==> src/rtl/muldiv_pkg.sv <==
// Purpose : shared types and constants for the iterative multiply/divide unit.
// Latency : n/a (declarations only).
// Backpressure: n/a. Contents: op_e opcode enum, state_e FSM enum, iteration constants.
package muldiv_pkg;

    localparam int MD_ITER  = 32;
    localparam int MD_CNT_W = 5;

    typedef enum logic [1:0] {
        MD_MULT  = 2'b00,
        MD_MULTU = 2'b01,
        MD_DIV   = 2'b10,
        MD_DIVU  = 2'b11
    } op_e;

    typedef enum logic [1:0] {
        MD_IDLE   = 2'd0,
        MD_RUN    = 2'd1,
        MD_FINISH = 2'd2
    } state_e;

endpackage

==> src/rtl/muldiv_core.sv <==
// Purpose : unsigned iterative datapath; shift-add multiply or restoring divide, one bit per step.
// Latency : XLEN steps after load; results are valid while the controller holds step_i low.
// Backpressure: none; advances only when step_i is high, reloads on load_i.
// Ports: clk/rst; load_i + mag_a_i/mag_b_i load operands; is_div_i selects the algorithm;
//        step_i runs one iteration; prod_o = 2*XLEN product, quo_o/rem_o = divide results.
module muldiv_core #(
    parameter int XLEN = 32
) (
    input  logic              clk,
    input  logic              rst,
    input  logic              load_i,
    input  logic              is_div_i,
    input  logic              step_i,
    input  logic [XLEN-1:0]   mag_a_i,
    input  logic [XLEN-1:0]   mag_b_i,
    output logic [2*XLEN-1:0] prod_o,
    output logic [XLEN-1:0]   quo_o,
    output logic [XLEN-1:0]   rem_o
);

    // acc_q: multiply keeps {partial product, remaining multiplier bits};
    // divide uses only the low half as the dividend-in / quotient-out shift register.
    logic [2*XLEN-1:0] acc_q, acc_d;
    // Multiplicand for multiply, divisor for divide.
    logic [XLEN-1:0]   opnd_q, opnd_d;
    // Remainder always ends below the divisor, so XLEN bits suffice between steps.
    logic [XLEN-1:0]   rem_q, rem_d;

    logic [XLEN:0]     add_sum;
    logic [XLEN:0]     shifted;
    logic [XLEN:0]     diff;

    always_comb begin
        add_sum = {1'b0, acc_q[2*XLEN-1:XLEN]} + (acc_q[0] ? {1'b0, opnd_q} : '0);
        // 33-bit partial remainder: previous remainder with next dividend bit shifted in.
        shifted = {rem_q, acc_q[XLEN-1]};
        diff    = shifted - {1'b0, opnd_q};

        acc_d  = acc_q;
        opnd_d = opnd_q;
        rem_d  = rem_q;

        if (load_i) begin
            opnd_d = is_div_i ? mag_b_i : mag_a_i;
            acc_d  = {{XLEN{1'b0}}, (is_div_i ? mag_a_i : mag_b_i)};
            rem_d  = '0;
        end else if (step_i) begin
            if (is_div_i) begin
                // Restore (keep shifted) when the trial subtraction goes negative.
                if (!diff[XLEN]) begin
                    rem_d             = diff[XLEN-1:0];
                    acc_d[XLEN-1:0]   = {acc_q[XLEN-2:0], 1'b1};
                end else begin
                    rem_d             = shifted[XLEN-1:0];
                    acc_d[XLEN-1:0]   = {acc_q[XLEN-2:0], 1'b0};
                end
            end else begin
                // Add on multiplier LSB, then shift the whole accumulator right (carry enters at top).
                acc_d = {add_sum, acc_q[XLEN-1:1]};
            end
        end
    end

    always_ff @(posedge clk) begin
        if (rst) begin
            acc_q  <= '0;
            opnd_q <= '0;
            rem_q  <= '0;
        end else begin
            acc_q  <= acc_d;
            opnd_q <= opnd_d;
            rem_q  <= rem_d;
        end
    end

    assign prod_o = acc_q;
    assign quo_o  = acc_q[XLEN-1:0];
    assign rem_o  = rem_q;

endmodule

==> src/rtl/muldiv_sequencer.sv <==
// Purpose : MULT/MULTU/DIV/DIVU sequencer owning HI/LO; sign handling, commit and flags around muldiv_core.
// Latency : BusyE high 33 cycles from the cycle after an accepted Start; HI/LO visible as BusyE falls.
// Backpressure: StartE ignored while busy (pipeline stalls on BusyE); FlushE aborts RUN, ignored in FINISH.
// Ports: clk/rst; StartE/OpE/SrcAE/SrcBE issue; FlushE kills; BusyE, DoneM, HiOut, LoOut, DivZero status.
module muldiv_sequencer
    import muldiv_pkg::*;
#(
    parameter int XLEN = 32
) (
    input  logic            clk,
    input  logic            rst,
    input  logic            StartE,
    input  logic [1:0]      OpE,
    input  logic [XLEN-1:0] SrcAE,
    input  logic [XLEN-1:0] SrcBE,
    input  logic            FlushE,
    output logic            BusyE,
    output logic            DoneM,
    output logic [XLEN-1:0] HiOut,
    output logic [XLEN-1:0] LoOut,
    output logic            DivZero
);

    localparam int ITER  = XLEN;
    localparam int CNT_W = $clog2(ITER);
    localparam logic [CNT_W-1:0] CNT_LAST = CNT_W'(ITER - 1);

    state_e            state_q, state_d;
    logic [CNT_W-1:0]  cnt_q, cnt_d;
    logic              busy_q, busy_d;
    logic              done_q, done_d;
    logic [XLEN-1:0]   hi_q, hi_d;
    logic [XLEN-1:0]   lo_q, lo_d;
    logic              divz_q, divz_d;
    logic              div_q, div_d;
    logic              sign_a_q, sign_a_d;
    logic              sign_b_q, sign_b_d;
    logic              bzero_q, bzero_d;

    logic              load, step;
    logic              in_sign_a, in_sign_b;
    logic [XLEN-1:0]   in_mag_a, in_mag_b;
    logic              core_is_div;
    logic [2*XLEN-1:0] prod;
    logic [XLEN-1:0]   quo, rem;

    // Operand decode at issue: OpE[0]==0 selects the signed variants.
    always_comb begin
        in_sign_a = ~OpE[0] & SrcAE[XLEN-1];
        in_sign_b = ~OpE[0] & SrcBE[XLEN-1];
        in_mag_a  = in_sign_a ? -SrcAE : SrcAE;
        in_mag_b  = in_sign_b ? -SrcBE : SrcBE;
    end

    // The core sees the incoming opcode on the load cycle, the latched one afterwards.
    assign core_is_div = (state_q == MD_IDLE) ? OpE[1] : div_q;

    muldiv_core #(.XLEN(XLEN)) u_core (
        .clk      (clk),
        .rst      (rst),
        .load_i   (load),
        .is_div_i (core_is_div),
        .step_i   (step),
        .mag_a_i  (in_mag_a),
        .mag_b_i  (in_mag_b),
        .prod_o   (prod),
        .quo_o    (quo),
        .rem_o    (rem)
    );

    always_comb begin
        state_d  = state_q;
        cnt_d    = cnt_q;
        hi_d     = hi_q;
        lo_d     = lo_q;
        divz_d   = divz_q;
        div_d    = div_q;
        sign_a_d = sign_a_q;
        sign_b_d = sign_b_q;
        bzero_d  = bzero_q;
        load     = 1'b0;
        step     = 1'b0;
        done_d   = 1'b0;

        case (state_q)
            MD_IDLE: begin
                if (StartE && !FlushE) begin
                    load     = 1'b1;
                    state_d  = MD_RUN;
                    cnt_d    = '0;
                    div_d    = OpE[1];
                    sign_a_d = in_sign_a;
                    sign_b_d = in_sign_b;
                    bzero_d  = (SrcBE == '0);
                    divz_d   = 1'b0;
                end
            end
            MD_RUN: begin
                if (FlushE) begin
                    state_d = MD_IDLE;
                end else begin
                    step  = 1'b1;
                    cnt_d = cnt_q + 1'b1;
                    if (cnt_q == CNT_LAST) begin
                        state_d = MD_FINISH;
                    end
                end
            end
            MD_FINISH: begin
                state_d = MD_IDLE;
                done_d  = 1'b1;
                if (div_q) begin
                    // With a zero divisor the restoring loop leaves |SrcA| in the
                    // remainder, so the remainder sign fix-up reproduces SrcA as issued.
                    hi_d = sign_a_q ? -rem : rem;
                    if (bzero_q) begin
                        lo_d   = '1;
                        divz_d = 1'b1;
                    end else begin
                        lo_d = (sign_a_q ^ sign_b_q) ? -quo : quo;
                    end
                end else begin
                    {hi_d, lo_d} = (sign_a_q ^ sign_b_q) ? -prod : prod;
                end
            end
            default: begin
                state_d = MD_IDLE;
            end
        endcase

        busy_d = (state_d != MD_IDLE);
    end

    always_ff @(posedge clk) begin
        if (rst) begin
            state_q  <= MD_IDLE;
            cnt_q    <= '0;
            busy_q   <= 1'b0;
            done_q   <= 1'b0;
            hi_q     <= '0;
            lo_q     <= '0;
            divz_q   <= 1'b0;
            div_q    <= 1'b0;
            sign_a_q <= 1'b0;
            sign_b_q <= 1'b0;
            bzero_q  <= 1'b0;
        end else begin
            state_q  <= state_d;
            cnt_q    <= cnt_d;
            busy_q   <= busy_d;
            done_q   <= done_d;
            hi_q     <= hi_d;
            lo_q     <= lo_d;
            divz_q   <= divz_d;
            div_q    <= div_d;
            sign_a_q <= sign_a_d;
            sign_b_q <= sign_b_d;
            bzero_q  <= bzero_d;
        end
    end

    assign BusyE   = busy_q;
    assign DoneM   = done_q;
    assign HiOut   = hi_q;
    assign LoOut   = lo_q;
    assign DivZero = divz_q;

endmodule
==> config.mk <==
export PLATFORM = sky130hd
export DESIGN_NAME = muldiv_sequencer
export DESIGN_NICKNAME = d
export VERILOG_FILES = /design/src/rtl/muldiv_pkg.sv /design/src/rtl/muldiv_core.sv /design/src/rtl/muldiv_sequencer.sv
export SDC_FILE = /design/constraint.sdc
export NUM_CORES = 1
export LEC_CHECK = 0
export CAP_MARGIN = 20
export CORE_UTILIZATION = 44
export DETAILED_ROUTE_END_ITERATION = 7
export GPL_TIMING_DRIVEN = 0
export PLACE_DENSITY = 0.66
export SLEW_MARGIN = 10
export SYNTH_ARGS = -nofsm -noshare
export SYNTH_HDL_FRONTEND = slang
export SYNTH_HIERARCHICAL = 1
export SYNTH_SLANG_ARGS = --single-unit
==> constraint.sdc <==
create_clock -name clk -period 3.7 [get_ports clk]
set_clock_uncertainty 0.1 [all_clocks]
set_input_delay 0.74 -clock clk [delete_from_list [all_inputs] [get_ports clk]]
set_output_delay 0.74 -clock clk [all_outputs]
set_load 0.02 [all_outputs]
# Word level (Yosys, flattened, before mapping)
# Cells that the tools add are included.
[totals] inputBits=70 elab_cells=82 ff_bits=206 out_inout_bits=67
[classes] addsub=8 n_bitwise=5 n_eq_ne=7 reduce_logical=14 mux=33
[op_table] cell="$mux 32" n=14
[op_table] cell="$neg 32->32" n=4
[op_table] cell="$mux 64" n=1
[op_table] cell="$neg 64->64" n=1
[op_table] cell="$add 32x32->33" n=1
[op_table] cell="$sub 33x32->33" n=1
[op_table] cell="$logic_not 32->1" n=1
[op_table] cell="$mux 1" n=10
[op_table] cell="$mux 5" n=2
[op_table] cell="$pmux 5 s2" n=1
[op_table] cell="$reduce_bool 2->1" n=4
[op_table] cell="$mux 2" n=3
[op_table] cell="$ne 2x2->1 const B" n=3
[op_table] cell="$reduce_and 2->1" n=3
[op_table] cell="$add 5x1->5 const B" n=1
[op_table] cell="$eq 5x5->1 const B" n=1
[op_table] cell="$pmux 2 s2" n=1
[op_table] cell="$reduce_and 4->1" n=1
[op_table] cell="$reduce_and 3->1" n=1
[op_table] cell="$and 1x1->1" n=2
[op_table] cell="$eq 2x1->1 const B" n=1
[op_table] cell="$eq 2x2->1 const B" n=1
[op_table] cell="$logic_not 2->1" n=1
[op_table] cell="$ne 2x1->1 const B" n=1
[op_table] cell="other kinds (6)" n=7

# Logic depth before layout (Yosys ltp)
# Gate-level depths: netlist of run 1.
[logic_depth] depth_word=5 depth_mapped=14 ltp_nobuf=12

# Modules after synthesis
# Netlist of run 1, hierarchy kept.
[by_module_without_submodules] mod="muldiv_core" cells_per_inst=1251 instances=1 seq_area_each_um2=2562.5 area_per_inst_um2=9788.1
[by_module_without_submodules] mod="muldiv_sequencer" cells_per_inst=1110 instances=1 seq_area_each_um2=1561.5 area_per_inst_um2=7983.9

# Worst setup path before layout of run 1
# Ideal clock, no wire load.
[synth_path] path_kind="flip-flop to flip-flop" start="register u_core.acc_q[31], in the netlist u_core/prod_o[31]" end="register u_core.rem_q[20], in the netlist u_core/rem_o[20]" arrival_ns=2.960 path_stages_with_launch=15 required_ns=3.527 n_path_buf=2 path_slack_ns=0.567 setup_ns=0.073 cell_sequence="dfxtp_1 > inv_1 > ha_1 > fa_1 > nand2b_1 > a211oi_1 > o211a_1 > o21ba_1 > o21ai_2 > o21a_4 > xnor2_1 > buf_6 > buf_6 > nor3_2 > nor3_2"
[synth_via] elab_chain_len=2
[synth_lines] item="start: declaration" line="muldiv_core.sv:23" text="logic [2*XLEN-1:0] acc_q, acc_d;"
[synth_lines] item="start signal: assignment" line="muldiv_core.sv:66" text="acc_q <= '0;"
[synth_lines] item="start signal: assignment" line="muldiv_core.sv:70" text="acc_q <= acc_d;"
[synth_lines] item="$sub 33x32->33" line="muldiv_core.sv:37" text="diff = shifted - {1'b0, opnd_q};"
[synth_lines] item="$mux 32" line="muldiv_core.sv:50" text="if (!diff[XLEN]) begin"
[synth_lines] item="end signal: assignment" line="muldiv_core.sv:72" text="rem_q <= rem_d;"
[synth_lines] item="end: declaration" line="muldiv_core.sv:27" text="logic [XLEN-1:0] rem_q, rem_d;"
# No other way between the ends.
# A chain may end at the register's enable or synchronous reset.

# Final worst setup path of run 1
[layout_path] start="register sign_b_q" end="register hi_q[3], in the netlist HiOut[3]"
[layout_via] elab_chain_len=3
[layout_lines] item="start: declaration" line="muldiv_sequencer.sv:37" text="logic sign_b_q, sign_b_d;"
[layout_lines] item="start signal: assignment" line="muldiv_sequencer.sv:157" text="sign_b_q <= sign_b_d;"
[layout_lines] item="$xor 1x1->1" line="muldiv_sequencer.sv:123" text="{hi_d, lo_d} = (sign_a_q ^ sign_b_q) ? -prod : prod;"
[layout_lines] item="$mux 64" line="muldiv_sequencer.sv:123"
[layout_lines] item="$mux 32" line="muldiv_sequencer.sv:112" text="if (div_q) begin"
[layout_lines] item="end signal: assignment" line="muldiv_sequencer.sv:152" text="hi_q <= hi_d;"
[layout_lines] item="end: declaration" line="muldiv_sequencer.sv:32" text="logic [XLEN-1:0] hi_q, hi_d;"
# No other way between the ends.

==> results.toml, run 1 <==
[outcome]
status = "finished, violations left"
violations = "setup timing"

[floorplan]
initial_core_util_pct = 44.6
placementRows = 73
ios = 137
dieHeight_um = 203
die_area_um2 = 41200
coreArea_um2 = 39800
fp.dieW_um = 203

[final_layout]
multi_input_area_um2 = 12600
fin_util_pct = 51.8
final_cells = 3064
area_growth_pct = 16.0
final_nets = 2666
antennaDiodeCount = 0
seqCellArea_um2 = 4130
fillers = 3969
drive_gt1_share_pct = 6.70

[global_route]
grt_pass1_wl_um = 108000
antenna_found_initial = 2
grt-ovfl-total = 0
grt_max_degree = 14
grt_usage_pct = 34.2
grt_pass1_vias = 17800

[min_path]
worstHoldEndpoint = "LoOut[29]"
hp-start = "LoOut[29]"
hp-class = "reg -> reg"
hold_depth = 2

[logic_synthesis]
synth_edf_count = 0
yosysSeqAreaShare_pct = 23.2
synthArstFlopShare_pct = 0
yosys_warnings = 6
synthFlopType = "dfxtp_1"
postSynthRegisterBits = 206
syn-cell-area_um2 = 17800
ys_types = 92
synth.avg_cell_area_um2 = 7.53
synth_cells = 2361
syn-num-nets = 2504

[worst_setup_path]
worstSetupPathType = "reg -> reg"
crit_arrival_ns = 4.06
reg2regPathDepth = 7
worstPathRequired_ns = 4.00
start_kind = "register"
rr_endpoint = "HiOut[3]"
rrSetupSlack_ns = -0.06
end_kind = "register"
crit_fanout = 10
r2r-start = "sign_b_q"

[route]
via_per_inst = 6.24
first_pass_iters = 5
drc = 0
wl_um = 72100
vias = 19100
wl_per_cell_um = 23.5
postRouteAntennaNets = 0
drtIter0Drc = 1873

[timing]
fmax_ghz = 0.266
slew_violations = 0
hold_viol = 0
worstMarginPinSlew_ns = 1.03
fin_crit_sh_pct = 102
fin_crit_ns = 3.76
finalWorstSetupSlack_ns = -0.0646
grt_setup_unrepaired = "false"
slew_headroom_pct = 30.6
finalSetupViolCount = 1
tns_ns = -0.0646

[cts]
clock_sinks = 206
clk_pin_slew_ns = 0.07
htree_levels = 1
cts-buffers-inserted = 25
cts.path.max_buffers = 3
clock_latency_ns = 0.56
tritoncts = "yes"
cts_root_buf = "clkbuf_16"
hold_buffers = 0

[placement]
place_inst = 3022
placement.io_buffers = 136
gp_congestion = 0.999
dpl.hpwl_um = 56900

[power_and_ir_drop]
power.density_nw_per_um2 = 322
leakagePower_nw = 8.10
ir_drop_mv = 0.285

[run]
drv_cap = 0
## cell families (layout without fill, tap and decap cells)
kind of cell / Yosys count / after routing / share of synthesized area, %
adder cells (fa/ha/maj): 73 / 73 / 5.22
XOR/XNOR: 200 / 200 / 9.96
multiplexers: 116 / 116 / 6.55
buffers and inverters: 238 / 416 / 5.90
flip-flops: 206 / 206 / 23.2
AND/OR/NAND/NOR: 856 / 856 / 24.4
AO/OA/AOI/OAI: 672 / 672 / 24.8
## Yosys cell counts (all sizes together) (34+ instances only)
| cell | n | area (um^2) |
|---|---|---|
| nor2 | 272 | 1020 |
| dfxtp | 206 | 4120 |
| a21oi | 182 | 911 |
| nand2 | 182 | 683 |
| o21ai | 140 | 708 |
| nor3 | 119 | 713 |
| clkbuf | 114 | 429 |
| mux2i | 113 | 1130 |
| xnor2 | 104 | 911 |
| xor2 | 96 | 860 |
| a211oi | 86 | 651 |
| ha | 71 | 888 |
| inv | 69 | 259 |
| buf | 55 | 360 |
| nand3 | 49 | 245 |
| and2 | 41 | 257 |
| nor4 | 36 | 287 |
| o31ai | 34 | 255 |
## what timing repair did
action | 4_1_cts | 5_1_grt
pin swaps | 0 | 1
endpoints found under the hold margin | 0 | 0
gates resized for setup | 14 | 16
endpoints found under the setup margin | 128 | 64
buffers inserted | 1 | 0
## critical path: stages, from the launching register on
cell	delay, ns
dfxtp_1	0.30
clkbuf_1	0.25
xnor2_1	0.90
clkbuf_1	0.70
clkbuf_1	0.63
nor2_1	0.14
xnor2_1	0.42
a211oi_1	0.13
## cell type report
| class | count | share of cell area, % |
|---|---|---|
| multi-input cells | 1917 | 61.2 |
| clock inverters | 12 | 0.449 |
| flip-flops and latches | 206 | 20.0 |
| repair buffers | 137 | 6.64 |
| clock buffers | 31 | 3.29 |
| plain buffers | 167 | 3.88 |
| inverters | 69 | 1.27 |
| well taps | 525 | 3.19 |
## layout by cell type (no fill, tap or decap), drive strengths merged, types with 70 or more instances in the layout
master         instances
clkdlybuf4s50        136
o21ai                140
nor2                 272
nand2                182
dfxtp                206
ha                    71
nor3                 119
a21oi                182
xnor2                104
mux2i                113
inv                   70
a211oi                86
clkbuf               143
xor2                  96
## worst max path at each step
stage | from | to | slack [ns]
2_1_floorplan | u_core/prod_o[31] | u_core/rem_o[20] | 0.57
3_3_place_gp | div_q | u_core/opnd_q[8] | -0.99
3_5_place_dp | div_q | u_core/opnd_q[9] | -0.92
4_1_cts | u_core/prod_o[0] | u_core/prod_o[62] | 0.005
5_1_grt | FlushE | u_core/prod_o[36] | 0.03
6_report | sign_b_q | HiOut[3] | -0.06
## layer usage
layer  wire, um  global-route usage, %  vias up  part of all wire [%]
li1           -                      -     8958                     -
met2      32000                   54.4      907                    44
met1      31000                   46.4     9104                    43
met4       3100                   14.1        0                   4.3
met5          0                      0        -                     0
met3       6010                   4.25      160                   8.3
## power by group
group | internal (W) | switching [W] | total [W]
Combinational | 0.000680 | 0.00113 | 0.00181
Sequential | 0.00229 | 0.000164 | 0.00245
Clock | 0.00136 | 0.00103 | 0.00239
Total | 0.00433 | 0.00232 | 0.00665
## state kept, by name, indices dropped and copies added, names as in the netlist
register and flops:
sign_a_q 1, cnt_q 5, bzero_q 1, HiOut 32, u_core/opnd_q 32, DivZero 1, u_core/rem_o 32, div_q 1
sign_b_q 1, u_core/prod_o 64, DoneM 1, state_q 2, BusyE 1, LoOut 32
## stage by stage
step / cell area [um^2] / hold slack (ns) / total power [W] / setup slack [ns]
2_1_floorplan: 17800 / 0.371 / 0.00364 / 0.567
3_3_place_gp: 19800 / 0.331 / 0.00423 / -0.989
3_5_place_dp: 19800 / 0.335 / 0.00424 / -0.925
4_1_cts: 20600 / 0.345 / 0.00663 / 0.00480
5_1_grt: 20600 / 0.363 / 0.00692 / 0.0265
6_report: 20600 / 0.343 / 0.00665 / -0.0646
Note: power is estimated with default switching activity, not from simulation.
==> run 2, diff against run 1 <==
Settings changed: CORE_UTILIZATION 44 to 30, PLACE_DENSITY 0.66 to 0.5.
==> results.toml, run 2 (synthesis results as in run 1) <==
[cts]
clock_latency_ns = 0.58
clk_pin_slew_ns = 0.06
cts.path.max_buffers = 3
tritoncts = "yes"
cts_root_buf = "clkbuf_16"
htree_levels = 1
cts-buffers-inserted = 27
clock_sinks = 206
hold_buffers = 0

[timing]
fmax_ghz = 0.282
slew_headroom_pct = 41.0
tns_ns = 0
slew_violations = 0
worstMarginPinSlew_ns = 0.885
finalSetupViolCount = 0
hold_viol = 0
fin_crit_sh_pct = 96.0
fin_crit_ns = 3.55
whs_ns = 0.343

[final_layout]
largest_reg_flops = 64
final_nets = 2671
final_common_cell = "nor2_1"
drive_gt1_share_pct = 7.14
area_growth_pct = 19.1
fin_util_pct = 36.4
fin_area_um2 = 21200
final_cells = 3314
antennaDiodeCount = 0
final_cell_mix = "271 x nor2_1, 204 x dfxtp_1, 182 x nand2_1"
fillers = 6152

[min_path]
hp-start = "LoOut[14]"
hp-class = "reg -> reg"

[global_route]
grt-ovfl-total = 0
grt_max_degree = 14
antenna_found_initial = 0
grt_pass1_vias = 18200
grt_pass1_wl_um = 117000
grt_usage_pct = 25.5

[placement]
gp_congestion = 0.964
placement.io_buffers = 136
dpl.hpwl_um = 62500
place_inst = 3263
place_area_um2 = 20100

[floorplan]
dieHeight_um = 245
fp.dieW_um = 245
initial_core_util_pct = 30.6
die_area_um2 = 60200
coreArea_um2 = 58100
placementRows = 88
ios = 137

[route]
postRouteAntennaNets = 0
drc = 0
wl_um = 78500
vias = 18900
wl_per_cell_um = 23.7
drtIter0Drc = 1562
first_pass_iters = 6
via_per_inst = 5.71

[worst_setup_path]
worstPathRequired_ns = 4.02
end_kind = "register"
worstSetupPathType = "reg -> reg"
setup.worst_path.start = "div_q"
start_kind = "register"
crit_fanout = 10
crit_arrival_ns = 3.87
r2r-start = "div_q"

[power_and_ir_drop]
ir_drop_mv = 0.333
power.density_nw_per_um2 = 339
leakagePower_nw = 8.19

[outcome]
status = "finished clean"

[run]
drv_cap = 0
run 2: routing by layer:
layer  up-vias  track usage [%]  wire length (um)
met5         -                0                 0
met2       702             41.8             35900
met4         0             9.37              2810
met1      9137             33.9             35000
li1       8963                -                 -
met3       131             3.23              4740
run 2: through the flow:
step	power [W]	setup WS [ns]
floorplan	0.00364	0.567
global placement	0.00429	-1.11
detailed placement	0.00430	-1.10
CTS	0.00719	0.00628
global route	0.00747	-0.00587
finish	0.00718	0.148
run 2: what timing repair did:
| action | 4_1_cts | 5_1_grt |
|---|---|---|
| endpoints found under the setup margin | 128 | 129 |
| buffers inserted | 1 | 2 |
| gates resized for setup | 16 | 16 |
| pin swaps | 0 | 2 |
run 2: final cells by class:
class                      instances  area (um^2)  share of cell area [%]
clock inverter                    14          196                   0.928
tap                              765          957                    4.52
clock buffer                      36          769                    3.63
inverter                          69          263                    1.24
sequential                       206         4130                    19.5
timing repair buffer             140         1390                    6.57
multi-input combinational       1917        12700                    59.8
buffer                           167          798                    3.77
run 2: worst max-delay path: stages (launching register included):
cell	delay, ns
dfxtp_1	0.59
clkinvlp_4	0.23
clkbuf_2	0.31
o21ai_1	0.37
clkbuf_2	0.37
clkbuf_2	0.36
buf_2	0.38
mux2i_1	0.52
a211oi_1	0.15
run 2: report_power, final:
part / internal, W / switching, W / leakage [nW]
sequential: 0.00229 / 0.000170 / 1.67
combinational: 0.000685 / 0.00116 / 6.05
clock: 0.00175 / 0.00113 / 0.466
total: 0.00472 / 0.00247 / 8.19
run 2: final timing paths:
| check | slack, ns | cells past startpoint | end |
|---|---|---|---|
| worst max-delay path | 0.15 | 8 | u_core/prod_o[16] |
| worst min-delay path | 0.34 | 2 | LoOut[14] |
| worst max register to register | 0.15 | 8 | u_core/prod_o[16] |
| worst min register to register | 0.34 | 2 | LoOut[14] |
